==> src/rtl/dds_phase_accumulator.sv <==
// ---------------------------------------------------------------------------
// dds_phase_accumulator
// Purpose: NCO phase generator for a sine ROM. It integrates a frequency
// tuning word on every enabled cycle, adds a phase offset, and outputs the top
// OUT_WIDTH bits as the ROM address. An FTW that is loaded while running waits
// in a shadow register until the next accumulator wrap, so the output period
// never glitches.
// Ports:
//   clk, reset        rising-edge clock, synchronous active-high reset
//   enable            accumulate this cycle (0 = hold)
//   phase_clr         synchronous clear of accumulator and wrap counter
//   ftw_in, ftw_load  tuning word and its one-cycle capture strobe
//   offset_in         phase offset, sampled every cycle
//   phase_out         ROM address (top bits of acc + offset), registered
//   phase_valid       phase_out comes from an enabled accumulation
//   wrap              one-cycle pulse on accumulator carry-out
//   ftw_pending       a shadowed FTW is waiting for the next wrap
//   wrap_count        wraps since reset/clear, modulo 2^16
// ---------------------------------------------------------------------------
module dds_phase_accumulator #(
    parameter int unsigned ACC_WIDTH = 32,
    parameter int unsigned OUT_WIDTH = 8
) (
    input  logic                 clk,
    input  logic                 reset,
    input  logic                 enable,
    input  logic                 phase_clr,
    input  logic [ACC_WIDTH-1:0] ftw_in,
    input  logic                 ftw_load,
    input  logic [ACC_WIDTH-1:0] offset_in,
    output logic [OUT_WIDTH-1:0] phase_out,
    output logic                 phase_valid,
    output logic                 wrap,
    output logic                 ftw_pending,
    output logic [15:0]          wrap_count
);

    localparam int unsigned CNT_WIDTH = 16;

    typedef enum logic [1:0] {
        IDLE = 2'd0,
        RUN  = 2'd1,
        HOLD = 2'd2
    } state_t;

    state_t                 state_q;
    logic [ACC_WIDTH-1:0]   acc_q,        acc_d;
    logic [ACC_WIDTH-1:0]   ftw_active_q, ftw_active_d;
    logic [ACC_WIDTH-1:0]   ftw_shadow_q, ftw_shadow_d;
    logic                   pending_q,    pending_d;
    logic                   wrap_q,       wrap_d;
    logic [CNT_WIDTH-1:0]   wrap_count_q, wrap_count_d;
    logic [OUT_WIDTH-1:0]   phase_q,      phase_d;
    logic                   enable_q;
    logic                   valid_q;

    logic [ACC_WIDTH:0]     sum_c;
    logic                   carry_c;
    logic [ACC_WIDTH-1:0]   offset_sum_c;

    // Extra top bit of the sum captures the accumulator carry-out.
    assign sum_c        = {1'b0, acc_q} + {1'b0, ftw_active_q};
    assign carry_c      = enable && !phase_clr && sum_c[ACC_WIDTH];
    assign offset_sum_c = acc_q + offset_in;

    // Next-state logic for the accumulator, wrap tracking and FTW registers.
    always_comb begin
        acc_d        = acc_q;
        wrap_d       = 1'b0;
        wrap_count_d = wrap_count_q;
        ftw_active_d = ftw_active_q;
        ftw_shadow_d = ftw_shadow_q;
        pending_d    = pending_q;
        phase_d      = offset_sum_c[ACC_WIDTH-1 -: OUT_WIDTH];

        if (phase_clr) begin
            acc_d        = '0;
            wrap_count_d = '0;
        end else if (enable) begin
            acc_d  = sum_c[ACC_WIDTH-1:0];
            wrap_d = sum_c[ACC_WIDTH];
            if (sum_c[ACC_WIDTH]) begin
                wrap_count_d = wrap_count_q + CNT_WIDTH'(1);
            end
        end

        if (ftw_load && (state_q != RUN)) begin
            // Not running: no waveform to protect, so apply immediately.
            ftw_active_d = ftw_in;
            pending_d    = 1'b0;
        end else begin
            // Commit uses the pre-edge shadow; a same-edge load refills it.
            if (carry_c && pending_q) begin
                ftw_active_d = ftw_shadow_q;
                pending_d    = 1'b0;
            end
            if (ftw_load) begin
                ftw_shadow_d = ftw_in;
                pending_d    = 1'b1;
            end
        end
    end

    // Control state: IDLE until first enable, then RUN/HOLD follow enable.
    always_ff @(posedge clk) begin
        if (reset) begin
            state_q <= IDLE;
        end else begin
            case (state_q)
                IDLE:    if (enable)  state_q <= RUN;
                RUN:     if (!enable) state_q <= HOLD;
                HOLD:    if (enable)  state_q <= RUN;
                default: state_q <= IDLE;
            endcase
        end
    end

    // Datapath registers.
    always_ff @(posedge clk) begin
        if (reset) begin
            acc_q        <= '0;
            ftw_active_q <= '0;
            ftw_shadow_q <= '0;
            pending_q    <= 1'b0;
            wrap_q       <= 1'b0;
            wrap_count_q <= '0;
            phase_q      <= '0;
            enable_q     <= 1'b0;
            valid_q      <= 1'b0;
        end else begin
            acc_q        <= acc_d;
            ftw_active_q <= ftw_active_d;
            ftw_shadow_q <= ftw_shadow_d;
            pending_q    <= pending_d;
            wrap_q       <= wrap_d;
            wrap_count_q <= wrap_count_d;
            phase_q      <= phase_d;
            enable_q     <= enable;
            // Delayed one more edge so it lines up with phase_out.
            valid_q      <= enable_q;
        end
    end

    assign phase_out   = phase_q;
    assign phase_valid = valid_q;
    assign wrap        = wrap_q;
    assign ftw_pending = pending_q;
    assign wrap_count  = wrap_count_q;

endmodule

==> config.mk <==
export PLATFORM = sky130hd
export DESIGN_NAME = dds_phase_accumulator
export DESIGN_NICKNAME = d
export VERILOG_FILES = /design/src/rtl/dds_phase_accumulator.sv
export SDC_FILE = /design/constraint.sdc
export NUM_CORES = 1
export LEC_CHECK = 0
export ABC_AREA = 1
export ABC_CLOCK_PERIOD_IN_PS = 2700
export CORE_ASPECT_RATIO = 1.1
export CORE_MARGIN = 2
export CORE_UTILIZATION = 59
export CTS_BUF_LIST = sky130_fd_sc_hd__clkbuf_2 sky130_fd_sc_hd__clkbuf_4 sky130_fd_sc_hd__clkbuf_8
export DETAILED_ROUTE_END_ITERATION = 8
export MAX_ROUTING_LAYER = met4
export PLACE_DENSITY_LB_ADDON = 0.3
export SLEW_MARGIN = 25
export SYNTH_ARGS = -nofsm -noshare
export SYNTH_HDL_FRONTEND = slang
export SYNTH_SLANG_ARGS = --single-unit
==> constraint.sdc <==
create_clock -name clk -period 2.7 [get_ports clk]
set_clock_uncertainty 0.2 [all_clocks]
set_input_delay 0.27 -clock clk [delete_from_list [all_inputs] [get_ports clk]]
set_output_delay 0.27 -clock clk [all_outputs]
set_load 0.1 [all_outputs]
Yosys cells after proc, flatten, opt, wreduce, memory -nomap -nowiden
Cells that the tools add are included.
{"block": "totals", "reg_bits": 126, "latch_bits": 0, "ramBits": 0, "romBits": 0, "input_bits": 69, "n_memories": 0}
{"block": "classes", "n_addsub": 3, "mul": 0, "div_mod_pow": 0, "magnitude_cmp": 0, "eq_ne": 5, "shifts": 0, "mux": 7, "bitwise_logic": 2, "n_reduce_logical": 15}
{"operator": "$mux 32", "count": 2}
{"operator": "$add 32x32->33", "count": 1}
{"operator": "$add 32x32->32", "count": 1}
{"operator": "$add 16x1->16 const B", "count": 1}
{"operator": "$reduce_and 2->1", "count": 3}
{"operator": "$reduce_or 2->1", "count": 3}
{"operator": "$logic_and 1x1->1", "count": 4}
{"operator": "$mux 2", "count": 2}
{"operator": "$ne 2x1->1 const B", "count": 2}
{"operator": "$pmux 2 s2", "count": 1}
{"operator": "$reduce_bool 2->1", "count": 2}
{"operator": "$reduce_or 3->1", "count": 1}
{"operator": "$eq 2x1->1 const B", "count": 1}
{"operator": "$eq 2x2->1 const B", "count": 1}
{"operator": "$logic_not 2->1", "count": 1}
{"operator": "$mux 1", "count": 2}
{"operator": "$ne 2x2->1 const B", "count": 1}
{"operator": "$not 1->1", "count": 2}
{"operator": "$logic_not 1->1", "count": 1}

Depth between registers and ports, before layout
{"block": "logic_depth", "depth_word": 6, "mapped_depth": 16, "mapped_depth_nobuf": 14}

Worst setup path after synthesis
Ideal clock, no wire load.
{"block": "synth_timing", "kind": "reg2reg", "startpoint": "register wrap_count_q[1], in the netlist wrap_count[1]", "endpoint": "register wrap_count_q[14], in the netlist wrap_count[14]", "setup_ns": 0.132, "arrival_time_ns": 2.018, "required_time_ns": 2.368, "slack_ns": 0.350, "path_stages_with_launch": 8, "period_less_slack_ns": 2.350, "path_cell_list": "dfxtp_1 -> ha_1 -> inv_1 -> nor3_1 -> nand3_1 -> xor2_1 -> nand2_1 -> a21oi_1"}
{"block": "synth_between", "elab_chain_len": 1}
{"item": "start: declaration", "line_no": "52", "rtl": "logic [CNT_WIDTH-1:0] wrap_count_q, wrap_count_d;"}
{"item": "start signal: assignment", "line_no": "136", "rtl": "wrap_count_q <= wrap_count_d;"}
{"item": "$add 16x1->16", "line_no": "83", "rtl": "wrap_count_d = wrap_count_q + CNT_WIDTH'(1);"}
Every way passes these cells.
A chain may end at the register's enable or synchronous reset.

Final worst setup path
{"block": "layout_timing", "startpoint": "register acc_q[0]", "endpoint": "register wrap_count_q[0], in the netlist wrap_count[0]"}
{"block": "layout_between", "elab_chain_len": 2}
{"item": "start: declaration", "line_no": "47", "rtl": "logic [ACC_WIDTH-1:0] acc_q, acc_d;"}
{"item": "start signal: assignment", "line_no": "121", "rtl": "acc_q <= '0;"}
{"item": "start signal: assignment", "line_no": "131", "rtl": "acc_q <= acc_d;"}
{"item": "$add 32x32->33", "line_no": "62", "rtl": "assign sum_c = {1'b0, acc_q} + {1'b0, ftw_active_q};"}
{"item": "$reduce_and 2->1 (no source line)"}
Every way passes these cells.

==> reports/qor.csv <==
metric,value,unit
status,finished clean,
"commonest non-fill, non-tap cell in the layout",nand2_1,
initial antenna violation count,0,
Clock Power Share,37.0,%
area grow syn2layout,16.7,%
"most used cell, CP",nand2_2,
endpoints failing hold,0,
"critical path, cell by cell","ha_1, fa_1, nand2_1, nand2_1, nand3_1, nand2_2, nand2_2, nand2_2, nand2_1, nand2_2, nand2_2, buf_4, o21ai_0, a21oi_1",
drt total wl,22.6,mm
Synth Register Bits,126,
fraction of registers with async set or reset after synthesis,0,%
Reg2Reg Depth,14,
MaxCap Viol Count,0,
global-route wire length before repair,37.0,mm
Post-Synthesis Cells,1443,
die width,122,microns
GRT Total Usage,29.0,%
Worst Hold Depth,2,
Critical Path AT,2.75,ns
switch share,30.9,%
total CTS buffers,17,
slack of the worst reg-to-reg path,0.15,ns
share of layout cells above drive strength 1,7.10,%
fmax,392,MHz
Rows,47,
Hold Crit Class,reg2reg,
IO buf count,95,
GPL Wtd Cong,0.945,
vias,9260,
DRT iter0 DRCs,715,
cell taking the most area after synthesis,dfxtp_1,
Bufs and invs on worst path,1,
Ys Warns,0,
Pwr Total,0.00492,W
Final Setup Violations,0,
reg2reg end,wrap_count[0],
Comb pwr share,21.7,%
Critical Path Source Type,flip-flop,
CTS Buffer Depth,2,
core area,0.0149,sq mm
critical path's largest stage delay,0.40,ns
post-layout min period,2.55,ns
Die ar.,0.0162,sq mm
Tcrit/Tclk final,94.5,%
H-tree Lvls,4,
"Distinct cells, synth",34,
post-route ant nets,0,
Synth top area share,28.1,%
GRT overflow,0,
"commonest non-fill, non-tap cells in the layout","nand2_1 (317), nor2_1 (220), inv_1 (200)",
worst r2r src,acc_q[0],
Flop pwr share,41.3,%
CTS sink count,126,
Mean Syn Cell Area,6.22,sq um
Post-synth EDFFs,0,
Max Fanout on Critical Path,10,
Worst EP required,2.90,ns
Crit Path Category,reg2reg,
Clock transition at path regs,0.08,ns
Syn Nets,1576,
maximum vdd drop,0.322,mV
vias in the first global route,8285,
Net Switching,0.00152,W
Int Pwr,0.00340,W
crit path launch,acc_q[0],
first-pass detailed-route iteration total,6,
PwrDens,469,mW/mm^2
Critical Path Sink Type,flip-flop,
CTS root buf,clkbuf_8,
Slew Limit Headroom,64.1,%
Boundary Pins,96,
worst-skew pair later-pin latency,0.47,ns
Worst path top cell family by delay,simple AND/OR/NAND/NOR gates,
largest net degree at the start of global routing,75,
CP endpoint,wrap_count[0],
CTS tree,done,
Worst path depth,14,
initial core utilization,60.1,%
Final Max Slew Viols,0,
Final TNS setup,0,ns
Layout fillers,1357,
die height,133,microns
sequential fraction of the synthesis area,28.1,%
Nets,1656,
slowest CP cell,fa_1,
ANT cells,0,
vias per cell,5.35,
post-CTS setup buffers,0,
WL/cell,13.1,microns
Synth area leaders,"dfxtp_1 (28%), nand2_1 (13%), a21oi_1 (11%), nor2_1 (9.2%), ha_1 (8.8%)",
slew of the pin with the lowest slew margin,0.539,ns
most common flop cell mapped by yosys,dfxtp_1,
DR DRC count,0,
Leak,5.15,nW
HPWL Detailed,17.2,mm
unrepaired setup endpoints after global routing,false,
Syn Std Cell Area,0.00897,sq mm
-- metrics by stage --
step / cells / hold slack [ns] / utilization (%) / instance area (sq um) / worst slack [ns]
final: 1732 / 0.232 / 70.1 / 10500 / 0.149
after global routing: 1732 / 0.257 / 70.1 / 10500 / 0.0160
after CTS: 1732 / 0.237 / 70.1 / 10500 / 0.156
after detailed placement: 1699 / 0.214 / 67.1 / 10000 / 0.171
after global placement: 1699 / 0.212 / 67.1 / 10000 / 0.292
after floorplan: 1443 / 0.141 / - / 8970 / 0.350
-- cell families (layout without fill, tap and decap cells) --
| logic type | count (synthesis) | after routing | synth area share (%) |
|---|---|---|---|
| and+or+nand+nor | 676 | 676 | 31.6 |
| DFF | 126 | 126 | 28.1 |
| buffers and inverters | 253 | 346 | 11.3 |
| xor gates and xnor gates | 30 | 30 | 2.93 |
| AOI/OAI and AO/OA | 294 | 294 | 17.0 |
| adders and majority gates | 64 | 64 | 9.01 |
-- registers in the layout (all words and copies together), names as in the netlist --
register,count
acc_q,32
ftw_active_q,32
ftw_shadow_q,32
wrap_count,16
phase_out,8
state_q,2
enable_q,1
ftw_pending,1
phase_valid,1
wrap,1
-- power by group through the flow --
stage	registers, W	logic [W]	clock network [W]
after floorplan	0.00214	0.000664	0
after global placement	0.00207	0.00103	0
after detailed placement	0.00207	0.00105	0
after CTS	0.00203	0.00106	0.00184
after global routing	0.00204	0.00120	0.00192
final	0.00203	0.00107	0.00182
-- timing repair --
item	CTS	global route
gates resized for setup	0	0
hold endpoints to repair	2	0
hold buffers	1	0
endpoints found under the setup margin	0	0
-- cells in the mapped netlist, drive strengths merged (9+ instances only) --
master    n
inv     205
dfxtp   126
buf      20
xor2     21
a21o      9
clkbuf   28
a21oi   191
nand2   323
ha       63
nor2    220
o21ai    81
xnor2     9
nand3    99
nor3     25
-- metal layers --
| layer | part of all wire [%] | wire [microns] | up-vias | global-route usage (%) |
|---|---|---|---|---|
| met2 | 45 | 10200 | 316 | 45.0 |
| met4 | 3.3 | 735 | 0 | 11.7 |
| met3 | 6.1 | 1380 | 51 | 4.75 |
| li1 | - | - | 4790 | - |
| met1 | 46 | 10300 | 4103 | 37.6 |
| met5 | 0 | 0 | - | - |
-- layout make-up --
class | instances | area [sq um] | share of cell area [%]
inverter | 205 | 769 | 7.35
clock buffer | 18 | 248 | 2.37
timing repair buffer | 109 | 1050 | 10.0
multi-input combinational | 1064 | 5450 | 52.0
tap | 196 | 245 | 2.34
sequential | 126 | 2520 | 24.1
clock inverter | 14 | 191 | 1.83
-- how the worst min path moves through the flow --
stage | slack, ns | endpoint | startpoint
after floorplan | 0.14 | phase_valid | reset
final | 0.23 | phase_valid | enable_q
after CTS | 0.24 | phase_valid | enable_q
after detailed placement | 0.21 | phase_valid | enable_q
after global placement | 0.21 | phase_valid | enable_q
after global routing | 0.26 | phase_valid | enable_q
-- tightest hold or removal path: stages (launching register included) --
cell and delay (ns):
dfxtp_1 0.31, inv_1 0.05, nor2_1 0.04
Note: power is estimated with default switching activity, not from simulation.
==> RTL change 1, RTL diff (config.mk and constraints unchanged) <==
Register the inputs `enable`, `phase_clr`, `ftw_in`, `ftw_load` and `offset_in` before use, without a reset. The logic sees them one clock later. Comments in the files are not updated.
--- a/src/rtl/dds_phase_accumulator.sv
+++ b/src/rtl/dds_phase_accumulator.sv
@@ -44,4 +44,18 @@
     } state_t;
 
+    logic enable_r;
+    logic phase_clr_q;
+    logic [ACC_WIDTH-1:0] ftw_q;
+    logic ftw_load_q;
+    logic [ACC_WIDTH-1:0] offset_q;
+
+    always_ff @(posedge clk) begin
+        enable_r    <= enable;
+        phase_clr_q <= phase_clr;
+        ftw_q       <= ftw_in;
+        ftw_load_q  <= ftw_load;
+        offset_q    <= offset_in;
+    end
+
     state_t                 state_q;
     logic [ACC_WIDTH-1:0]   acc_q,        acc_d;
@@ -61,6 +75,6 @@
     // Extra top bit of the sum captures the accumulator carry-out.
     assign sum_c        = {1'b0, acc_q} + {1'b0, ftw_active_q};
-    assign carry_c      = enable && !phase_clr && sum_c[ACC_WIDTH];
-    assign offset_sum_c = acc_q + offset_in;
+    assign carry_c      = enable_r && !phase_clr_q && sum_c[ACC_WIDTH];
+    assign offset_sum_c = acc_q + offset_q;
 
     // Next-state logic for the accumulator, wrap tracking and FTW registers.
@@ -74,8 +88,8 @@
         phase_d      = offset_sum_c[ACC_WIDTH-1 -: OUT_WIDTH];
 
-        if (phase_clr) begin
+        if (phase_clr_q) begin
             acc_d        = '0;
             wrap_count_d = '0;
-        end else if (enable) begin
+        end else if (enable_r) begin
             acc_d  = sum_c[ACC_WIDTH-1:0];
             wrap_d = sum_c[ACC_WIDTH];
@@ -85,7 +99,7 @@
         end
 
-        if (ftw_load && (state_q != RUN)) begin
+        if (ftw_load_q && (state_q != RUN)) begin
             // Not running: no waveform to protect, so apply immediately.
-            ftw_active_d = ftw_in;
+            ftw_active_d = ftw_q;
             pending_d    = 1'b0;
         end else begin
@@ -95,6 +109,6 @@
                 pending_d    = 1'b0;
             end
-            if (ftw_load) begin
-                ftw_shadow_d = ftw_in;
+            if (ftw_load_q) begin
+                ftw_shadow_d = ftw_q;
                 pending_d    = 1'b1;
             end
@@ -108,7 +122,7 @@
         end else begin
             case (state_q)
-                IDLE:    if (enable)  state_q <= RUN;
-                RUN:     if (!enable) state_q <= HOLD;
-                HOLD:    if (enable)  state_q <= RUN;
+                IDLE:    if (enable_r)  state_q <= RUN;
+                RUN:     if (!enable_r) state_q <= HOLD;
+                HOLD:    if (enable_r)  state_q <= RUN;
                 default: state_q <= IDLE;
             endcase
@@ -136,5 +150,5 @@
             wrap_count_q <= wrap_count_d;
             phase_q      <= phase_d;
-            enable_q     <= enable;
+            enable_q     <= enable_r;
             // Delayed one more edge so it lines up with phase_out.
             valid_q      <= enable_q;
Behaviour: not the same (Yosys sat finds a counterexample within 4 cycles, from zero or initial values and one cycle with reset high).
==> RTL change 1 against the unedited design <==
- via count is 2.8% higher
- worst setup slack better by 0.044 ns
- die area is 15% higher
- area after synthesis is 15% higher
- clock power is 2% higher
- non-clock buffer count is 1 higher
- critical path depth is 1 higher
- final area is 13% higher
- maximum frequency is 1.7% higher
- global-route usage is 1.4 points lower
- sequential cell count is 67 higher
- power is 22% higher
- routed wire length is 8.3% higher
- largest power group unchanged
==> RTL change 1: results (changes against the unedited design) <==
- Clock transition at the registers of the reported paths: 0.11 ns (+0.03 ns)
- Leakage: 5.66 nW (+9.8%)
- GP Congestion: 0.984 (+4.2%)
- HP Start: ftw_in[11]
- DP Worst Slack: 0.154 ns (-0.0167 ns)
- Crit path to: ftw_active_q[26]
- Unique masters post-synth: 33 (-2.9%)
- Rel. slew slack: 62.0% (-2.0 points)
- Initial DRC count: 549 (-23%)
- Sequential share of the synthesized area: 37.4% (+9.3 points)
- NumNets Final: 1,718 (+3.7%)
- Non-clock buffers: 110 (+0.92%)
- Period utilization: 92.9% (-1.6 points)
- DP HPWL: 18,500 µm (+7.3%)
- Top cells by count, synth: 303 x nand2_1, 221 x nor2_1, 199 x inv_1, 193 x a21oi_1, 193 x dfxtp_1
- Fraction of area in multi-input gates: 46.1% (-5.9 points)
- Hold Path Cell Cnt: 1 (-1)
- Net Count, Synth: 1,637 (+3.9%)
- Largest fanout on the critical path: 33 (+23)
- Flops & latches, synth: 193 (+53%)
- Invs w/o clock: 202 (-1.5%)
- Met3 usage: 3.11% (-1.6 points)
- Status: completed
- Vias in the first global route: 8,584 (+3.6%)
- Buffering overhead: 9.02% (-0.99 points)
- HP Class: input port to register
- Max rail drop VDD: 0.370 mV (+15%)
- Gr usage total: 27.6% (-1.4 points)
- Clock network area share: 3.37% (-0.82 points)
- Vias: 9,523 (+2.8%)
- Fillcell total: 1,526 (+12%)
- Die area: 18,600 µm² (+15%)
- Avg WL per Cell: 13.4 µm (+2.4%)
- First-pass GRT wire length: 39,800 µm (+7.7%)
- Reg2Reg Depth: 15 (+1)
- Multi-input gates: 1,061 (-0.28%)
- Storage cell area: 3860 µm² (+53%)
- Hold slack: 0.0181 ns (-0.214 ns)
- Met3 wire len: 1210 µm (-12%)
## RTL change 1: cell families after synthesis
family,synth area share [%]
xor+xnor,2.55
flops,37.4
buf+inv,9.69
fa+ha+maj,7.83
simple gates,27.2
compound gates,15.3
## RTL change 1: repair_timing
action | in CTS | in global routing
hold endpoints to repair | 2 | 0
endpoints found under the setup margin | 0 | 20
hold buffers | 2 | 0
## RTL change 1: metrics by stage
stage / cell area (µm²) / total power, W / cells
final: 11800 / 0.00599 / 1832
after global routing: 11800 / 0.00628 / 1832
after CTS: 11800 / 0.00602 / 1831
after detailed placement: 11400 / 0.00419 / 1797
after global placement: 11400 / 0.00416 / 1797
after floorplan: 10300 / 0.00387 / 1504
## RTL change 1: power by group
group / internal [W] / leakage, nW / switching (W) / total (W)
sequential: 0.00300 / 1.60 / 0.0000969 / 0.00310
clock: 0.000698 / 0.201 / 0.00116 / 0.00186
combinational: 0.000402 / 3.86 / 0.000636 / 0.00104
==> RTL change 2, RTL diff (config.mk and constraints unchanged) <==
Made on the original files. The parameter `OUT_WIDTH` goes from 8 to 6.
--- a/src/rtl/dds_phase_accumulator.sv
+++ b/src/rtl/dds_phase_accumulator.sv
@@ -20,5 +20,5 @@
 module dds_phase_accumulator #(
     parameter int unsigned ACC_WIDTH = 32,
-    parameter int unsigned OUT_WIDTH = 8
+    parameter int unsigned OUT_WIDTH = 6
 ) (
     input  logic                 clk,
Ports: changed (resized phase_out); port bits go from 96 to 94. The function was not compared with the original's and may differ.
==> RTL change 2 against the unedited design <==
- routed wire length up 2.8%
- maximum frequency rose by 0.70%
- hold slack worse by 0.0073 ns
- critical path depth decreased by 3
- sequential cell count shrank 2
- power decreased by 2.3%
- sequential share of layout area shrank 0.36 points
- non-clock buffer count grew 5
- worst setup slack better by 0.018 ns
- area after synthesis decreased by 2.0%
- final area about the same
- critical endpoint is now ftw_active_q[7]
- highest routed layer unchanged
==> RTL change 2: results (changes against the unedited design) <==
- Rel. slew slack: 52.3% (-12 points)
- Max stage delay on crit path: 0.36 ns (-0.04 ns)
- WL met2: 10,400 µm (+2.7%)
- Sequential share of the synthesized area: 28.2% (+0.11 points)
- Dominant cells by area after synthesis: dfxtp_1 28%, nand2_1 13%, a21oi_1 10%
- Metal-1 WL: 10,600 µm (+2.8%)
- Gr usage total: 29.5% (+0.54 points)
- Worst Path Arrival: 2.68 ns (-0.07 ns)
- Avg WL per Cell: 13.7 µm (+4.9%)
- Met3 wire len: 1420 µm (+2.8%)
- H-tree levels: 4 (unchanged)
- Net Count, Synth: 1,539 (-2.3%)
- Worst path slowest cell: ha_1
- Max rail drop VDD: 0.466 mV (+45%)
- Status: completed
- Number of synthesis warnings: 0 (unchanged)
- GP Congestion: 1.01 (+6.4%)
- Initial DRC count: 640 (-10%)
- Adder-Cell Fraction of Synth Area: 9.19% (+0.18 points)
- Largest fanout on the critical path: 16 (+6)
- NumNets Final: 1,625 (-1.9%)
- DP HPWL: 17,200 µm (about the same)
- Port bufs: 93 (-2.1%)
- Placed cell area: 9910 µm² (-1.2%)
- Top cells by count, synth: 309 x nand2_1, 212 x nor2_1, 190 x inv_1, 184 x a21oi_1, 124 x dfxtp_1
- Largest net degree at the start of global routing: 53 (-29%)
- Fillcell total: 1,260 (-7.1%)
- Post-synthesis compound-gate area fraction: 16.6% (-0.47 points)
- Xor and xnor area share after synthesis: 2.99% (+0.059 points)
- First-pass DRT Iterations: 5 (-1)
- Via density: 5.32 (-0.48%)
- Unique masters post-synth: 36 (+5.9%)
- Post-route setup TNS: 0 ns (unchanged)
- Clock transition at the registers of the reported paths: 0.08 ns (about the same)
==> RTL change 2: cells by family (layout without fill, tap and decap cells) <==
group / after synthesis / count (layout)
adders and majority gates: 64 / 64
and+or+nand+nor: 664 / 664
xor gates and xnor gates: 30 / 30
buffers and inverters: 242 / 341
DFF: 124 / 124
AOI/OAI and AO/OA: 282 / 282
==> RTL change 2: final timing paths <==
path / from / end / slack [ns] / cells past startpoint
worst min-delay path: enable_q / phase_valid / 0.22 / 2
worst max-delay path: acc_q[14] / ftw_active_q[7] / 0.17 / 11
worst max register to register: acc_q[14] / ftw_active_q[7] / 0.17 / 11
worst min register to register: enable_q / phase_valid / 0.22 / 2
==> RTL change 2: final cells by class <==
class | instances | area [µm²] | area share (%)
timing repair buffer | 114 | 1200 | 11.4
clock buffer | 19 | 262 | 2.50
inverter | 195 | 732 | 6.99
tap | 192 | 240 | 2.30
multi-input combinational | 1040 | 5390 | 51.5
sequential | 124 | 2480 | 23.7
clock inverter | 13 | 164 | 1.57
==> RTL change 2: per-stage QoR <==
stage | setup slack (ns) | std cells | hold WS [ns] | utilization (%)
floorplan | 0.292 | 1406 | 0.139 | -
global placement | 0.151 | 1661 | 0.210 | 68.3
detailed placement | 0.0936 | 1661 | 0.211 | 68.3
CTS | 0.0657 | 1693 | 0.227 | 71.2
global route | 0.00427 | 1697 | 0.245 | 72.2
finish | 0.166 | 1697 | 0.224 | 72.2
==> RTL change 2: layer usage <==
| metal | vias up | GRT usage, % |
|---|---|---|
| met3 | 61 | 4.37 |
| met1 | 3965 | 38.8 |
| met5 | - | - |
| met4 | 0 | 11.8 |
| li1 | 4705 | - |
| met2 | 298 | 45.6 |
==> RTL change 2: worst register-to-register path: stages (launching register included) <==
cell	delay, ns
dfxtp_1	0.35
ha_1	0.36
nand2_1	0.15
nor2_1	0.24
a21oi_1	0.11
nand2_2	0.13
nand2_2	0.06
nand2_2	0.12
nand3_4	0.20
clkbuf_16	0.26
a21oi_1	0.17
nor2_1	0.08
==> RTL change 2: where the power goes <==
part | total, W | internal [W] | switching [W]
registers | 0.00200 | 0.00193 | 0.0000723
logic | 0.00104 | 0.000412 | 0.000631
clock network | 0.00176 | 0.000967 | 0.000796
